**config.mk**
```make
export PLATFORM = sky130hd
export DESIGN_NAME = sort_unit_flex
export DESIGN_NICKNAME = d
export VERILOG_FILES = /design/src/rtl/sort_unit_flex.sv
export SDC_FILE = /design/constraint.sdc
export NUM_CORES = 1
export LEC_CHECK = 0
export ABC_AREA = 1
export ABC_CLOCK_PERIOD_IN_PS = 15000
export CAP_MARGIN = 20
export CORE_AREA = 8 8 176 345
export DETAILED_ROUTE_END_ITERATION = 16
export DIE_AREA = 0 0 184 353
export HOLD_SLACK_MARGIN = 0.05
export PLACE_DENSITY = 0.67
export SETUP_SLACK_MARGIN = 0.05
export SLEW_MARGIN = 15
export SYNTH_ARGS = -nofsm -noshare
export SYNTH_HDL_FRONTEND = slang
export SYNTH_SLANG_ARGS = --single-unit
```
**constraint.sdc**
```tcl
create_clock -name clk -period 15 [get_ports clk]
set_clock_uncertainty 0.05 [all_clocks]
set_input_delay 3 -clock clk [delete_from_list [all_inputs] [get_ports clk]]
set_output_delay 3 -clock clk [all_outputs]
set_load 0.005 [all_outputs]
```
**src/rtl/sort_unit_flex.sv**
```systemverilog
// sort_unit_flex: pipelined bitonic sorter for p_nelems elements of p_nbits.
// One compare-exchange layer per pipeline stage, L = k(k+1)/2 stages for
// k = log2(p_nelems). The whole pipeline stalls as a unit when the output is
// valid but not accepted. Each stage carries its own desc bit, so ascending
// and descending vectors can be in flight together.
// Optional macro SORT_UNIT_FLEX_SIGNED_EN: compare elements as two's-complement
// signed values instead of unsigned.
module sort_unit_flex #(
  parameter int p_nbits  = 8,
  parameter int p_nelems = 8
) (
  input  logic                        clk,
  input  logic                        reset,
  input  logic                        in_val,
  output logic                        in_rdy,
  input  logic                        in_desc,
  input  logic [p_nelems*p_nbits-1:0] in_data,
  output logic                        out_val,
  input  logic                        out_rdy,
  output logic [p_nelems*p_nbits-1:0] out_data
);

  localparam int K = $clog2(p_nelems);
  localparam int L = K * (K + 1) / 2;
  localparam int W = p_nelems * p_nbits;

  // Map a flat stage index onto (merge phase p, exchange distance exponent q).
  // Phases run p = 0..K-1; within phase p the distances are 2^p down to 2^0.
  function automatic int stage_p(input int s);
    int c;
    int r;
    c = 0;
    r = 0;
    for (int p = 0; p < K; p++) begin
      for (int q = p; q >= 0; q--) begin
        if (c == s) r = p;
        c = c + 1;
      end
    end
    return r;
  endfunction

  function automatic int stage_q(input int s);
    int c;
    int r;
    c = 0;
    r = 0;
    for (int p = 0; p < K; p++) begin
      for (int q = p; q >= 0; q--) begin
        if (c == s) r = q;
        c = c + 1;
      end
    end
    return r;
  endfunction

  // Strict "a > b" on element keys; equal keys never cause a swap.
  function automatic logic key_gt(input logic [p_nbits-1:0] a,
                                  input logic [p_nbits-1:0] b);
`ifdef SORT_UNIT_FLEX_SIGNED_EN
    return $signed(a) > $signed(b);
`else
    return a > b;
`endif
  endfunction

  logic           val_reg  [L];
  logic           desc_reg [L];
  logic [W-1:0]   data_reg [L];
  logic           stall;

  assign stall    = val_reg[L-1] & ~out_rdy;
  assign in_rdy   = ~stall;
  assign out_val  = val_reg[L-1];
  assign out_data = val_reg[L-1] ? data_reg[L-1] : '0;

  genvar gi, gj;
  generate
    for (gi = 0; gi < L; gi++) begin : g_stage
      localparam int P = stage_p(gi);
      localparam int D = 1 << stage_q(gi);

      logic         stage_val_in;
      logic         stage_desc_in;
      logic [W-1:0] stage_din;
      logic [W-1:0] stage_dout;

      if (gi == 0) begin : g_first
        assign stage_val_in  = in_val;
        assign stage_desc_in = in_desc;
        assign stage_din     = in_data;
      end else begin : g_next
        assign stage_val_in  = val_reg[gi-1];
        assign stage_desc_in = desc_reg[gi-1];
        assign stage_din     = data_reg[gi-1];
      end

      // Each element looks at its partner at distance D; both sides of a pair
      // compute the same swap decision, so the exchange stays consistent.
      for (gj = 0; gj < p_nelems; gj++) begin : g_elem
        localparam int PART     = gj ^ D;
        localparam bit LOWER    = ((gj & D) == 0);
        localparam bit BLK_DESC = (((gj >> (P + 1)) & 1) == 1);

        logic [p_nbits-1:0] self_v;
        logic [p_nbits-1:0] part_v;
        logic [p_nbits-1:0] lo_v;
        logic [p_nbits-1:0] hi_v;
        logic               swap;

        assign self_v = stage_din[gj*p_nbits +: p_nbits];
        assign part_v = stage_din[PART*p_nbits +: p_nbits];
        assign lo_v   = LOWER ? self_v : part_v;
        assign hi_v   = LOWER ? part_v : self_v;
        // Sub-block direction from the index, flipped by the vector's mode.
        assign swap   = (BLK_DESC ^ stage_desc_in) ? key_gt(hi_v, lo_v)
                                                   : key_gt(lo_v, hi_v);
        assign stage_dout[gj*p_nbits +: p_nbits] = swap ? part_v : self_v;
      end

      // Stage valid bit: cleared by reset, advances with the pipeline.
      always_ff @(posedge clk or negedge reset) begin
        if (!reset) begin
          val_reg[gi] <= 1'b0;
        end else if (!stall) begin
          val_reg[gi] <= stage_val_in;
        end
      end

      // Stage payload: no reset needed, only meaningful while valid.
      always_ff @(posedge clk) begin
        if (!stall) begin
          data_reg[gi] <= stage_dout;
          desc_reg[gi] <= stage_desc_in;
        end
      end
    end
  endgenerate

endmodule

```
==> run metrics, run 1 <==
Largest register FFs 384; worst-skew pair later-pin latency 540 ps; Slew Viols, Final 0; detailed placement HPWL 43510 um; main area contributors after synthesis edfxtp_1 49%, nand2_1 17%, ha_1 10%, nand3_1 8.0%, inv_1 5.4%; pin count of the biggest net entering global routing 200; clock transition time at the flip-flop clock pins of the worst setup and hold paths 60 ps; total detailed-routing wirelength 52900 um; number of warnings issued by yosys 0; number of nets with antenna violations after detailed routing 0; post-route fraction of the period consumed by the critical path 50.13%; syn_nets 2995; WL per Instance 14.67 um; required time reported for the critical path endpoint 11950 ps; share of the synthesized area in compound gates (AO/OA/AOI/OAI) 2.185%; async set-or-reset flop fraction in the synthesized netlist 1.519%; mean cell area of the mapped netlist 8.753 um2; class of the most critical setup path in -> out; Post-Synth Simple-Gate Area 30.44%; Highest Clock Rate 133.0 MHz; final core utilization 47.93%; cell at the root of the clock tree clkbuf_16; post-route non-filler standard cell count 3606; post-synthesis xor/xnor area fraction 0%; number of distinct library cells after synthesis 26; Vias/cell 4.940; Die Area 64950 um2; Cell Area, Placed 25690 um2; Yosys top cell area share 48.81%; type of element capturing the critical path output pin; netlist area before placement 23930 um2; most used standard cell by instance count after synthesis nand2_1; arrival time of data at the critical path endpoint 4470 ps; post-route setup TNS 0 ps; adder-cell share of the synthesized area 10.04%; clock buffers created by TritonCTS 37; vias post-DR 17812; Final Hold Vio Count 0; number of enable-type register cells in the synthesized netlist 389; diode count 0; number of setup violations in the final report 0; number of nets at the end of the flow 3090; Longest Clk Path Bufs 3; Max stage delay on crit path 590 ps; filler cell count 5224; wire length of the first global-routing pass 85290 um; initial antenna violation count 0; number of hold-repair buffers added at the cts stage 0; synthesized netlist cell count 2734; Core Area 56020 um2; combinational family with the most area after synthesis simple AND/OR/NAND/NOR gates; portion of the post-synthesis area used by sequential elements 49.44%; DRC violation total after the first TritonRoute iteration 877; result of the run completed; most used cell, CP clkdlybuf4s50_1; count of boundary I/O pins 135; global-route congestion overflow total 0; H-tree depth reported by CTS 2; flip-flop cell with the highest count after synthesis edfxtp_1; final cell area excluding filler cells 26850 um2; CTS-repair resized insts 0; multiplexer share of the synthesized area 0.09411%; setup fix buffers added after clock tree synthesis 0; slew of the pin with the lowest slew margin 1085 ps; kind of cell with the highest combined delay on the critical path buffers and inverters; # port buffers 134; top cells by count, synth 1078 x nand2_1, 389 x edfxtp_1, 384 x nand3_1; gp weighted congestion 0.9347; Slowest cell on crit path clkdlybuf4s50_1; setup repair after global routing missed its margin false; number of flip-flops and latches in the synthesized netlist 395; Area Growth Syn to Fin 12.20%; placed instance count 3540; number of clock sinks 395; Yosys top cell by area edfxtp_1; Pre-Repair DR Iteration Count 5; crit-path cells clkdlybuf4s50_1 > inv_1 > nand2_4 > clkdlybuf4s50_1; vias in the first global route 17752; Period minus WS final 7520 ps; critical-path maximum fanout 35; worst slew margin relative to its limit 27.65%; Critical path buffers and inverters 3; Die Height 353 um; CTS tree yes; x dimension of the die 184 um; initial standard-cell utilization of the core 42.72%; Worst Hold Class reg -> reg; standard-cell rows 123; total track usage 16.29%; layout cell share with drive strength beyond 1 6.162%; # Max-Cap Violations 0; launching element type of the critical path primary input; remaining design rule violation count 0
## worst register-to-register path: cells and delay by family, from the launching register on
kind / cells / cell delay [ps]
buffers and inverters: 2 / 1750
flip-flops: 1 / 750
AND/OR/NAND/NOR: 1 / 540
## logic make-up after synthesis
family | Yosys count
buffers and inverters | 428
adders and majority gates | 192
DFF | 395
and+or+nand+nor | 1629
AOI/OAI and AO/OA | 88
muxes | 2
## per-stage QoR
step	setup WS [ps]	hold slack [ps]
3_3_place_gp	7476	383.0
3_5_place_dp	7454	405.7
4_1_cts	7461	415.4
6_report	7481	405.6
2_1_floorplan	577.3	369.8
5_1_grt	7407	444.8
## layout make-up
cell class,instances,area [um2],area share [%]
clock buffers,43,991.0,3.690
clock inverters,23,170.2,0.6337
inverters,347,1303,4.851
multi-input cells,1911,10240,38.14
flip-flops and latches,395,11830,44.07
well taps,750,938.4,3.495
repair buffers,137,1376,5.126
## final timing paths
kind | start | endpoint | slack, ps | depth (start not counted)
min reg2reg | g_stage[5].stage_val_in | out_val | 410 | 2
max in group asynchronous | reset | out_val | 12010 | 1
min | g_stage[5].stage_val_in | out_val | 410 | 2
min in group asynchronous | reset | g_stage[4].stage_val_in | 2670 | 1
max | out_rdy | in_rdy | 7480 | 4
max reg2reg | out_val | data_reg[0][35] | 11500 | 3
## routing by layer
layer,vias to the layer above,wire (um),global-route usage [%]
li1,9121,-,-
met1,8068,16410,13.21
met2,447,29530,32.86
met3,176,2092,2.109
met4,0,4871,13.64
met5,-,0,0
## cell usage in the layout, fill, tap and decap left out, types with 4 or more instances in the layout
cell type,n
nand2_1,1077
edfxtp_1,389
nand3_1,384
inv_1,343
ha_1,192
clkdlybuf4s50_1,134
a21oi_1,58
nor2_1,48
nand2_4,44
clkbuf_16,39
a21o_1,24
nor2_2,21
nand3_2,17
nand2_2,13
nand4_1,11
clkinv_1,9
nor2_4,7
nand3_4,7
clkinv_2,7
dfrtp_1,5
inv_2,4
clkbuf_1,4
Power of run 1 is not shown: default switching activity piles up to over one toggle a cycle in this logic, so the estimate is an artifact.
==> run 2, diff against run 1 <==
Settings changed: ABC_CLOCK_PERIOD_IN_PS 15000 to 7500, PLACE_DENSITY 0.67 to 0.64.
Clock period 15 ns to 7.5 ns, I/O delays scaled along.
==> run 2 against run 1 <==
First-iteration DRC count grew 2.2%. Die area is the same. Via count is 0.76% lower. Design area grew 0.41%. Worst hold slack improved by 13 ps. Routed wire length up 2.1%. Final cell count about the same. Critical path depth unchanged. Non-clock buffer count up 3. Global-route usage is 0.25 points higher. Critical path type unchanged.
==> run metrics, run 2 (synthesis results as in run 1) <==
result of the run completed; x dimension of the die 184 um; launching element type of the critical path primary input; vias post-DR 17676; type of element capturing the critical path output pin; critical-path maximum fanout 105; gp weighted congestion 0.9903; most frequent cells in the layout 1077 x nand2_1, 389 x edfxtp_1, 384 x nand3_1; wire length of the first global-routing pass 85820 um; commonest non-fill, non-tap cell in the layout nand2_1; initial standard-cell utilization of the core 42.72%; worst-skew pair later-pin latency 530 ps; Pre-Repair DR Iteration Count 7; CTS-repair resized insts 0; remaining design rule violation count 0; Final Hold Vio Count 0; pin count of the biggest net entering global routing 106; number of clock sinks 395; # Max-Cap Violations 0; setup repair after global routing missed its margin false; Register Area 11830 um2; smallest hold slack 418.5 ps; number of nets with antenna violations after detailed routing 0; Highest Clock Rate 208.7 MHz; clock transition time at the flip-flop clock pins of the worst setup and hold paths 60 ps; required time reported for the critical path endpoint 5950 ps; post-route setup TNS 0 ps; number of setup violations in the final report 0; placed instance count 3542; # port buffers 134; worst slew margin relative to its limit 35.09%; post-route fraction of the period consumed by the critical path 63.88%; Multi-input gate area 10250 um2; class of the most critical setup path in -> out; Vias/cell 4.903; layout cell share with drive strength beyond 1 6.305%; Worst Hold Class reg -> reg; arrival time of data at the critical path endpoint 3240 ps; standard-cell rows 123; Die Height 353 um; Largest register FFs 384; CTS tree yes; Area Growth Syn to Fin 12.67%; Period minus WS final 4791 ps; Slew Viols, Final 0; WL per Instance 14.99 um; slew of the pin with the lowest slew margin 973.7 ps; total track usage 16.54%; Longest Clk Path Bufs 3; Die Area 64950 um2; setup fix buffers added after clock tree synthesis 0; initial antenna violation count 2; global-route congestion overflow total 0; diode count 0; number of nets at the end of the flow 3091; number of hold-repair buffers added at the cts stage 0; clock buffers created by TritonCTS 35; detailed placement HPWL 44560 um; H-tree depth reported by CTS 2; DRC violation total after the first TritonRoute iteration 896; cell at the root of the clock tree clkbuf_16; post-route non-filler standard cell count 3605; Core Area 56020 um2; filler cell count 5302; count of boundary I/O pins 135; total detailed-routing wirelength 54040 um; vias in the first global route 17223
==> run 2: changes by cell type in the layout (fill, tap and decap cells not counted), sizes merged <==
cell      previous run  this run
bufinv               2         7
buf                  3         6
inv                350       348
clkinv              16         8
clkinvlp             2         4
clkbuf              43        42
==> run 2: path summary, 6_finish.rpt <==
path                                            to                    start  cells after the start  slack, ps
max                                         in_rdy                  out_rdy                      4       2710
min                                        out_val  g_stage[5].stage_val_in                      2        420
max reg2reg                        data_reg[0][37]                  out_val                      5       4200
min reg2reg                                out_val  g_stage[5].stage_val_in                      2        420
max in group asynchronous                  out_val                    reset                      1       5990
min in group asynchronous  g_stage[2].stage_val_in                    reset                      1       1170
==> run 2: cell type report <==
class	count	area share [%]
tap	750	3.480
sequential	395	43.88
clock buffer	42	3.503
inverter	347	4.831
timing repair buffer	140	5.216
multi-input combinational	1911	38.01
clock inverter	20	1.072
==> run 2: layer usage <==
metal  track usage (%)  up-vias  routed length [um]
li1                  -     9120                   -
met1             13.17     7941               16580
met2             33.35      440               30150
met3             2.448      175                2158
met4             13.96        0                5145
met5                 0        -                   0
==> run 2: worst max-delay path, cell delays in order <==
cell	delay (ps)
clkdlybuf4s50_1	470
inv_1	100
nand2_8	510
clkdlybuf4s50_1	630
==> run 2: per-stage QoR <==
step	worst slack [ps]	util [%]	cell area, um2
floorplan	1743	-	23940
finish	2709	48.13	26960
global placement	2667	45.88	25700
detailed placement	2643	45.88	25700
CTS	2651	48.08	26940
global route	2587	48.13	26960
Power of run 2 is left out for the same reason.
